### src/rtl/serial_cmd_master.sv
// Host-side master for the 5-byte command / 4-byte reply serial protocol.
// Sends cmd + 32-bit argument MSB first, then collects a 4-byte reply with inter-byte timeout.
module serial_cmd_master #(
   parameter  int TIMEOUT_CYCLES = 100000,
   localparam int CNT_W          = $clog2(TIMEOUT_CYCLES + 1)
) (
   input  logic        clk,
   input  logic        reset,
   input  logic        req_valid,
   output logic        req_ready,
   input  logic [7:0]  req_cmd,
   input  logic [31:0] req_arg,
   output logic        resp_valid,
   output logic [31:0] resp_data,
   output logic        resp_timeout,
   output logic        tx_start,
   output logic [7:0]  tx_data,
   input  logic        tx_ready,
   input  logic        rx_strobe,
   input  logic [7:0]  rx_data
);

   typedef enum logic [2:0] {
      IDLE,
      TX_LOAD,
      TX_WAIT_LOW,
      TX_WAIT_HIGH,
      RX,
      DONE
   } state_t;

   localparam logic [CNT_W-1:0] TO_LAST = CNT_W'(TIMEOUT_CYCLES - 1);

   state_t           r_state;
   logic [39:0]      r_shreg;
   logic [2:0]       r_tx_cnt;
   logic [2:0]       r_rx_cnt;
   logic [31:0]      r_resp_shift;
   logic [CNT_W-1:0] r_to_cnt;
   logic             r_tx_ready_d;
   logic             r_tx_start;
   logic [7:0]       r_tx_data;
   logic             r_resp_valid;
   logic [31:0]      r_resp_data;
   logic             r_resp_timeout;
   logic             w_tx_fall;

   assign w_tx_fall    = r_tx_ready_d && !tx_ready;
   assign req_ready    = (r_state == IDLE) && !reset;
   assign tx_start     = r_tx_start;
   assign tx_data      = r_tx_data;
   assign resp_valid   = r_resp_valid;
   assign resp_data    = r_resp_data;
   assign resp_timeout = r_resp_timeout;

   always_ff @(posedge clk) begin
      if (reset) begin
         r_state        <= IDLE;
         r_shreg        <= '0;
         r_tx_cnt       <= '0;
         r_rx_cnt       <= '0;
         r_resp_shift   <= '0;
         r_to_cnt       <= '0;
         r_tx_ready_d   <= 1'b0;
         r_tx_start     <= 1'b0;
         r_tx_data      <= '0;
         r_resp_valid   <= 1'b0;
         r_resp_data    <= '0;
         r_resp_timeout <= 1'b0;
      end else begin
         r_tx_ready_d <= tx_ready;
         case (r_state)
            IDLE: begin
               r_resp_valid <= 1'b0;
               if (req_valid) begin
                  r_shreg  <= {req_cmd, req_arg};
                  r_tx_cnt <= 3'd5;
                  r_state  <= TX_LOAD;
               end
            end
            TX_LOAD: begin
               if (tx_ready) begin
                  r_tx_data  <= r_shreg[39:32];
                  r_tx_start <= 1'b1;
                  r_state    <= TX_WAIT_LOW;
               end
            end
            TX_WAIT_LOW: begin
               // The transmitter acknowledges a byte by dropping ready.
               if (w_tx_fall) begin
                  r_tx_start <= 1'b0;
                  r_shreg    <= {r_shreg[31:0], 8'h00};
                  r_tx_cnt   <= r_tx_cnt - 3'd1;
                  r_state    <= TX_WAIT_HIGH;
               end
            end
            TX_WAIT_HIGH: begin
               if (tx_ready) begin
                  if (r_tx_cnt == 3'd0) begin
                     r_rx_cnt     <= '0;
                     r_resp_shift <= '0;
                     r_to_cnt     <= '0;
                     r_state      <= RX;
                  end else begin
                     r_state <= TX_LOAD;
                  end
               end
            end
            RX: begin
               // A byte arriving on the limit cycle takes priority over the timeout.
               if (rx_strobe) begin
                  r_resp_shift <= {r_resp_shift[23:0], rx_data};
                  r_rx_cnt     <= r_rx_cnt + 3'd1;
                  r_to_cnt     <= '0;
                  if (r_rx_cnt == 3'd3) begin
                     r_resp_valid   <= 1'b1;
                     r_resp_data    <= {r_resp_shift[23:0], rx_data};
                     r_resp_timeout <= 1'b0;
                     r_state        <= DONE;
                  end
               end else if (r_to_cnt == TO_LAST) begin
                  r_resp_valid   <= 1'b1;
                  r_resp_data    <= r_resp_shift;
                  r_resp_timeout <= 1'b1;
                  r_state        <= DONE;
               end else begin
                  r_to_cnt <= r_to_cnt + CNT_W'(1);
               end
            end
            DONE: begin
               r_resp_valid <= 1'b0;
               r_state      <= IDLE;
            end
            default: begin
               r_tx_start   <= 1'b0;
               r_resp_valid <= 1'b0;
               r_state      <= IDLE;
            end
         endcase
      end
   end

endmodule
### config.mk
export PLATFORM = sky130hd
export DESIGN_NAME = serial_cmd_master
export DESIGN_NICKNAME = d
export VERILOG_FILES = /design/src/rtl/serial_cmd_master.sv
export SDC_FILE = /design/constraint.sdc
export NUM_CORES = 1
export LEC_CHECK = 0
export CAP_MARGIN = 10
export CORE_ASPECT_RATIO = 1.4
export CORE_MARGIN = 1.5
export CORE_UTILIZATION = 35
export CTS_BUF_LIST = sky130_fd_sc_hd__clkbuf_4 sky130_fd_sc_hd__clkbuf_8 sky130_fd_sc_hd__clkbuf_16
export CTS_CLUSTER_SIZE = 16
export DETAILED_ROUTE_END_ITERATION = 7
export GPL_TIMING_DRIVEN = 0
export SLEW_MARGIN = 10
export SYNTH_ARGS = -nofsm -noshare
export SYNTH_HDL_FRONTEND = slang
export SYNTH_SLANG_ARGS = --single-unit
### constraint.sdc
create_clock -name clk -period 4.2 [get_ports clk]
set_input_delay 0.84 -clock clk [delete_from_list [all_inputs] [get_ports clk]]
set_output_delay 0.84 -clock clk [all_outputs]
set_load 0.05 [all_outputs]
== Word level (Yosys, flattened, before mapping) ==
Index checks and enable logic that the tools add are counted.

* Input port bits: 53
* Bits in registers: 142
* Logic and storage cells: 93
* Output and inout port bits: 44

* Multiplexer cells: 40
* Reduce and logical (&&, ||, !) cells: 19
* Equality and inequality tests: 17
* Add/subtract/negate cells: 3
* Bitwise gates (word level): 2

{| class="wikitable"
|+ Operators with widths
! kind !! count
|-
| $mux 32 || 6
|-
| $mux 40 || 2
|-
| $pmux 40 s2 || 1
|-
| $mux 17 || 4
|-
| $pmux 32 s2 || 1
|-
| $mux 3 || 13
|-
| $pmux 17 s2 || 1
|-
| $add 17x1->17 const B || 1
|-
| $eq 17x17->1 const B || 1
|-
| $pmux 3 s5 || 1
|-
| $ne 2x2->1 const B || 6
|-
| $pmux 3 s2 || 2
|-
| $reduce_and 3->1 || 4
|-
| $eq 3x2->1 const B || 3
|-
| $ne 3x3->1 const B || 3
|-
| $reduce_and 4->1 || 2
|-
| $mux 1 || 7
|-
| $eq 3x3->1 const B || 2
|-
| $logic_not 3->1 || 2
|-
| $reduce_and 6->1 || 1
|-
| $reduce_bool 2->1 || 3
|-
| $reduce_or 4->1 || 1
|-
| $add 3x1->3 const B || 1
|-
| $eq 3x1->1 const B || 1
|-
| other kinds (9) || 12
|}

== Logic depth before layout (Yosys ltp) ==
Gate-level depths: netlist (run 1).

* Depth after elaboration: 4
* Depth in mapped cells: 9

== Least setup slack after synthesis (run 1) ==
Ideal clock, no wire load.

* Kind: in2out
* Start: input port reset
* End: output port req_ready
* Buffers on the path: 3
* Data required time: 3.360 ns
* Path slack: 0.484 ns
* Arrival time: 2.876 ns
* Stages: 4
* Cell sequence: clkbuf_1 > clkbuf_1 > clkbuf_1 > nor4_1

* Word-level cells in the longest chain between the ends: 2

{| class="wikitable"
|+ Ends and longest elaborated chain
! element !! RTL line !! source
|-
| start: declaration || 8 || <nowiki>input logic reset,</nowiki>
|-
| $logic_not 1->1 || 49 || <nowiki>assign req_ready = (r_state == IDLE) && !reset;</nowiki>
|-
| $logic_and 1x1->1 || 49 ||
|-
| end: declaration || 10 || <nowiki>output logic req_ready,</nowiki>
|}

Every way passes these cells.

== Worst setup path in the final report (run 1) ==
Ends and elaborated chain as after synthesis.

==> results of run 1 <==
==> flip-flops by register name (all words and copies together) (netlist names), 3 cells and up <==
| name | count |
|---|---|
| r_tx_cnt | 3 |
| resp_data | 32 |
| r_resp_shift | 32 |
| r_rx_cnt | 3 |
| r_state | 3 |
| r_shreg | 40 |
| tx_data | 8 |
| r_to_cnt | 17 |
==> power breakdown <==
group,internal [mW],total [mW],switching [mW]
clock network,1.01,1.60,0.594
registers,1.40,1.43,0.0332
logic,0.145,0.330,0.185
==> worst paths after layout <==
kind,end,start,cells past startpoint
worst max register to register,r_to_cnt[16]$_SDFFE_PP0P_,r_to_cnt[0]$_SDFFE_PP0P_,6
worst max-delay path,req_ready,reset,5
worst min register to register,tx_data[5]$_SDFFE_PP0P_,tx_data[5]$_SDFFE_PP0P_,2
worst min-delay path,tx_data[5]$_SDFFE_PP0P_,tx_data[5]$_SDFFE_PP0P_,2
==> metrics by stage <==
| step | total power, mW | utilization | cell area [um^2] | setup slack [ns] | hold slack (ns) |
|---|---|---|---|---|---|
| 6_report | 3.37 | 0.466 | 8080 | 0.359 | 0.459 |
| 5_1_grt | 3.48 | 0.466 | 8080 | 0.198 | 0.481 |
| 4_1_cts | 3.39 | 0.466 | 8080 | 0.278 | 0.462 |
| 3_5_place_dp | 1.79 | 0.430 | 7450 | 0.285 | 0.452 |
| 3_3_place_gp | 1.79 | 0.430 | 7450 | 0.306 | 0.442 |
| 2_1_floorplan | 1.66 | - | 6210 | 0.484 | 0.432 |
==> cell usage after synthesis (all sizes together), types with 2 or more instances <==
library cell,n,area (um^2)
a31oi,4,25.0
nor4,3,18.8
a211oi,69,653
dfxtp,142,2840
a21oi,19,95.1
nand3,8,40.0
xnor2,2,17.5
nor2b,4,25.0
clkbuf,24,90.1
and4b,2,20.0
ha,5,62.6
a22oi,42,315
a311oi,2,17.5
nor4b,2,32.5
or3,5,31.3
nand4,7,50.1
inv,17,63.8
mux2i,66,661
nor3,12,60.1
nand2,31,116
and4,3,26.3
nor3b,3,33.8
o211ai,3,22.5
o21ai,11,66.3
o31ai,4,30.0
buf,25,163
nand2b,3,18.8
nor2,124,475
==> layer usage <==
metal / global-route usage / vias to the layer above
met1: 0.218 / 2624
met5: 0 / -
li1: - / 2618
met2: 0.342 / 143
met4: 0.0718 / 0
met3: 0.0404 / 31
==> layout make-up <==
| type | count | area (um^2) | area share |
|---|---|---|---|
| Sequential cell | 142 | 2840 | 0.352 |
| Inverter | 17 | 63.8 | 0.00790 |
| Buffer | 49 | 253 | 0.0313 |
| Timing Repair Buffer | 95 | 951 | 0.118 |
| Multi-Input combinational cell | 450 | 3050 | 0.377 |
| Tap cell | 236 | 295 | 0.0365 |
| Clock inverter | 12 | 185 | 0.0229 |
| Clock buffer | 19 | 440 | 0.0545 |
==> worst register-to-register path: cells and delay by family (launching register included) <==
| family | cells | cell delay, ns |
|---|---|---|
| AND/OR/NAND/NOR | 4 | 1.48 |
| adder cells (fa/ha/maj) | 1 | 0.32 |
| flip-flops | 1 | 0.39 |
| AO/OA/AOI/OAI | 1 | 0.23 |
==> cell families after synthesis <==
logic type / Yosys count / share of synthesized area
AND/OR/NAND/NOR: 214 / 0.162
AO/OA/AOI/OAI: 163 / 0.210
flip-flops: 142 / 0.458
buffers and inverters: 66 / 0.0510
multiplexers: 66 / 0.106
adder cells (fa/ha/maj): 5 / 0.0101
XOR/XNOR: 2 / 0.00282
==> flow_summary.json, run 1 <==
{
  "status": "finished, final reports clean",
  "cts_resized": 0,
  "period_needed_ns": 3.84,
  "ys.warnings.count": 0,
  "firstDrtPassIters": 6,
  "crit_slowest_cell": "clkdlybuf4s50_1",
  "path_common_cell": "clkbuf_1",
  "cp.required_ns": 3.36,
  "start_util": 0.358,
  "slew_viol_final": 0,
  "synth_edf_count": 0,
  "arrival_ns": 3.00,
  "slew_headroom": 0.314,
  "endpoint_kind": "output pin",
  "avgSynthCellArea_um2": 9.44,
  "final_cell_mix": "142 x dfxtp_1, 122 x nor2_1, 95 x clkdlybuf4s50_1",
  "rsz0062_at_grt": "false",
  "grt_max_degree": 17,
  "ir_drop_mv": 0.217,
  "synthArstFlopShare": 0,
  "setup_viol": 0,
  "period_share": 0.915,
  "gp_congestion": 0.864,
  "synth_ff_type": "dfxtp_1",
  "drv_cap": 0,
  "dr_wl_met2_um": 8990,
  "htreeDepth": 4,
  "synth_nets": 716,
  "antennaDiodeCount": 0,
  "wl_met1_um": 6920,
  "fp.dieW_um": 116,
  "fin_skew_ns": 0.0121,
  "worstHoldPathType": "register to register",
  "synth-seq-cells": 142,
  "io_pins": 97,
  "netlist_area_mm2": 0.00621,
  "clockRootBuffer": "clkbuf_16",
  "final_common_cell": "dfxtp_1",
  "drt_wl_total_um": 17100,
  "critPathMaxStageDelay_ns": 0.73,
  "routed.top_layer": "met4",
  "critPathMaxFanout": 10,
  "worstMarginPinSlew_ns": 1.02,
  "fillers": 1667,
  "die_h_um": 161,
  "path_cells": "clkbuf_1, clkbuf_1, clkbuf_1, nor4_1, clkdlybuf4s50_1",
  "final_antenna_net_count": 0,
  "drt_iter0_drc": 278,
  "reg2reg_slack_ns": 1.70,
  "antenna_found_initial": 0,
  "crit_family": "buffers and inverters",
  "cts.sinks": 142,
  "tritoncts": "done",
  "rows": 57,
  "clk_pin_slew_ns": 0.06,
  "fin_nets": 830,
  "crit_buf_inv": 4,
  "fin_cells": 1020,
  "finalHoldViolations": 0,
  "clockBufferDepth": 2,
  "fmax_mhz": 260,
  "path_class": "primary input to output pin",
  "dp.cells": 989,
  "drc": 0,
  "met3_length_um": 705,
  "drive_gt1_frac": 0.114,
  "core_mm2": 0.0173,
  "area_delta_synth_final_pct": 30.1,
  "postCtsHoldBufs": 0,
  "dieArea_mm2": 0.0186,
  "via_per_inst": 5.31,
  "wl_per_cell_um": 16.7,
  "cts_buffers": 17,
  "grt_pass1_vias": 5538,
  "tns_ns": 0,
  "place.port_buffers": 95,
  "overflow": 0,
  "grt_pass1_wl_um": 27800,
  "synthCells": 658,
  "post_cts_buffers": 0,
  "leakage_nw": 2.78,
  "powerDensity_mw_per_mm2": 417,
  "insertion_delay_ns": 0.42,
  "hpwl_um": 12600,
  "cp-start-kind": "primary input",
  "via_count": 5416,
  "synth_cell_types": 55,
  "synth-seq-area-share": 0.458,
  "grt_use_total": 0.191
}
Note: power is estimated with default switching activity, not from simulation.
==> run 2: changes to the inputs <==
- CORE_MARGIN: 1.5 -> not set
==> run 2 against run 1 <==
  * Combinational power is essentially flat
  * Sequential share of layout area grew 0.087 points
  * Highest routed layer unchanged
  * Flip-flop and latch count stayed put
  * Largest power group unchanged
  * Utilization down 0.12 points
==> flow_summary.json, run 2 (synthesis results as in run 1) <==
{
  "status": "finished, final reports clean",
  "arrival_ns": 2.97,
  "start_util": 0.358,
  "largest-register": "r_shreg",
  "drive_gt1_frac": 0.114,
  "tritoncts": "done",
  "fp.dieW_um": 115,
  "worstHoldPathType": "register to register",
  "path_class": "primary input to output pin",
  "grt_pass1_wl_um": 27900,
  "clockBufferDepth": 2,
  "switching_share": 0.241,
  "drv_cap": 0,
  "endpoint_kind": "output pin",
  "switchingPower_uw": 800,
  "use_met1": 0.222,
  "period_needed_ns": 3.81,
  "p_clk_frac": 0.468,
  "cts_resized": 0,
  "drt_wl_total_um": 17200,
  "post_cts_buffers": 0,
  "finalHoldViolations": 0,
  "fin_nets": 830,
  "period_share": 0.907,
  "fin_skew_ns": 0.00899,
  "htreeDepth": 4,
  "final_antenna_net_count": 0,
  "rsz0062_at_grt": "false",
  "cp.required_ns": 3.36,
  "gp_congestion": 0.827,
  "via_per_inst": 5.27,
  "clockRootBuffer": "clkbuf_16",
  "busiest_layer": "met2",
  "critPathMaxFanout": 10,
  "firstDrtPassIters": 5,
  "wl_per_cell_um": 16.8,
  "slew_viol_final": 0,
  "hpwl_um": 12600,
  "grt_max_degree": 17,
  "fillers": 1643,
  "leakage_nw": 2.77,
  "cts_buffers": 17,
  "core_mm2": 0.0173,
  "drc": 0,
  "place.port_buffers": 95,
  "antenna_found_initial": 0,
  "fin_cells": 1020,
  "postCtsHoldBufs": 0,
  "clk_pin_slew_ns": 0.06,
  "slew_headroom": 0.332,
  "final_cell_mix": "142 x dfxtp_1, 122 x nor2_1, 95 x clkdlybuf4s50_1",
  "insertion_delay_ns": 0.43,
  "powerDensity_mw_per_mm2": 412,
  "via_count": 5373,
  "final_common_cell": "dfxtp_1",
  "ir_drop_mv": 0.247,
  "fmax_mhz": 262,
  "setup_viol": 0,
  "io_pins": 97,
  "reg2reg_slack_ns": 1.70,
  "tns_ns": 0,
  "dieArea_mm2": 0.0183,
  "intPower_mw": 2.52,
  "drt_iter0_drc": 212,
  "cp-start-kind": "primary input",
  "worstMarginPinSlew_ns": 0.994,
  "dp.cells": 989,
  "overflow": 0,
  "antennaDiodeCount": 0,
  "largest_reg_flops": 40,
  "grt_use_met2": 0.350,
  "rows": 57,
  "grt_pass1_vias": 5462,
  "area_delta_synth_final_pct": 29.8,
  "cts.sinks": 142,
  "use_met3": 0.0468,
  "grt_use_total": 0.198,
  "die_h_um": 160,
  "power_frac_seq": 0.432,
  "comb_power_share": 0.100
}
==> run 2: metal layers <==
layer / wire length, um / share of wire
met1: 7120 / 0.41
met2: 8890 / 0.52
met3: 716 / 0.042
met4: 447 / 0.026
met5: 0 / 0
==> run 2: area by class of cell <==
type,count,area [um^2],area share
Buffer,49,253,0.0314
Clock buffer,21,468,0.0581
Clock inverter,10,138,0.0171
Inverter,17,63.8,0.00792
Multi-Input combinational cell,450,3050,0.378
Sequential cell,142,2840,0.353
Tap cell,236,295,0.0366
Timing Repair Buffer,95,951,0.118
==> run 2: worst paths after layout <==
path                       startpoint                        end  cells past startpoint
max                             reset                  req_ready                      5
min          r_shreg[39]$_SDFFE_PP0P_    tx_data[7]$_SDFFE_PP0P_                      2
max reg2reg  r_to_cnt[0]$_SDFFE_PP0P_  r_to_cnt[12]$_SDFFE_PP0P_                      6
min reg2reg  r_shreg[39]$_SDFFE_PP0P_    tx_data[7]$_SDFFE_PP0P_                      2
==> run 2: stage by stage <==
step | cell area (um^2) | power, mW | hold WS [ns] | worst slack (ns) | utilization
after floorplan | 6210 | 1.66 | 0.432 | 0.484 | -
after global placement | 7450 | 1.79 | 0.443 | 0.320 | 0.430
after detailed placement | 7450 | 1.79 | 0.451 | 0.323 | 0.430
after CTS | 8060 | 3.35 | 0.464 | 0.317 | 0.465
after global routing | 8060 | 3.44 | 0.478 | 0.235 | 0.465
final | 8060 | 3.32 | 0.457 | 0.390 | 0.465
==> run 2: power groups by stage <==
stage	registers [mW]	logic, mW	clock network (mW)
floorplan	1.46	0.200	0
global placement	1.46	0.326	0
detailed placement	1.46	0.333	0
CTS	1.43	0.334	1.58
global route	1.44	0.365	1.64
finish	1.43	0.331	1.55
==> run 2: critical path, cell delays in order <==
cell and delay [ns]:
clkbuf_1 0.30, clkbuf_1 0.47, clkbuf_1 0.50, nor4_1 0.12
clkdlybuf4s50_1 0.73
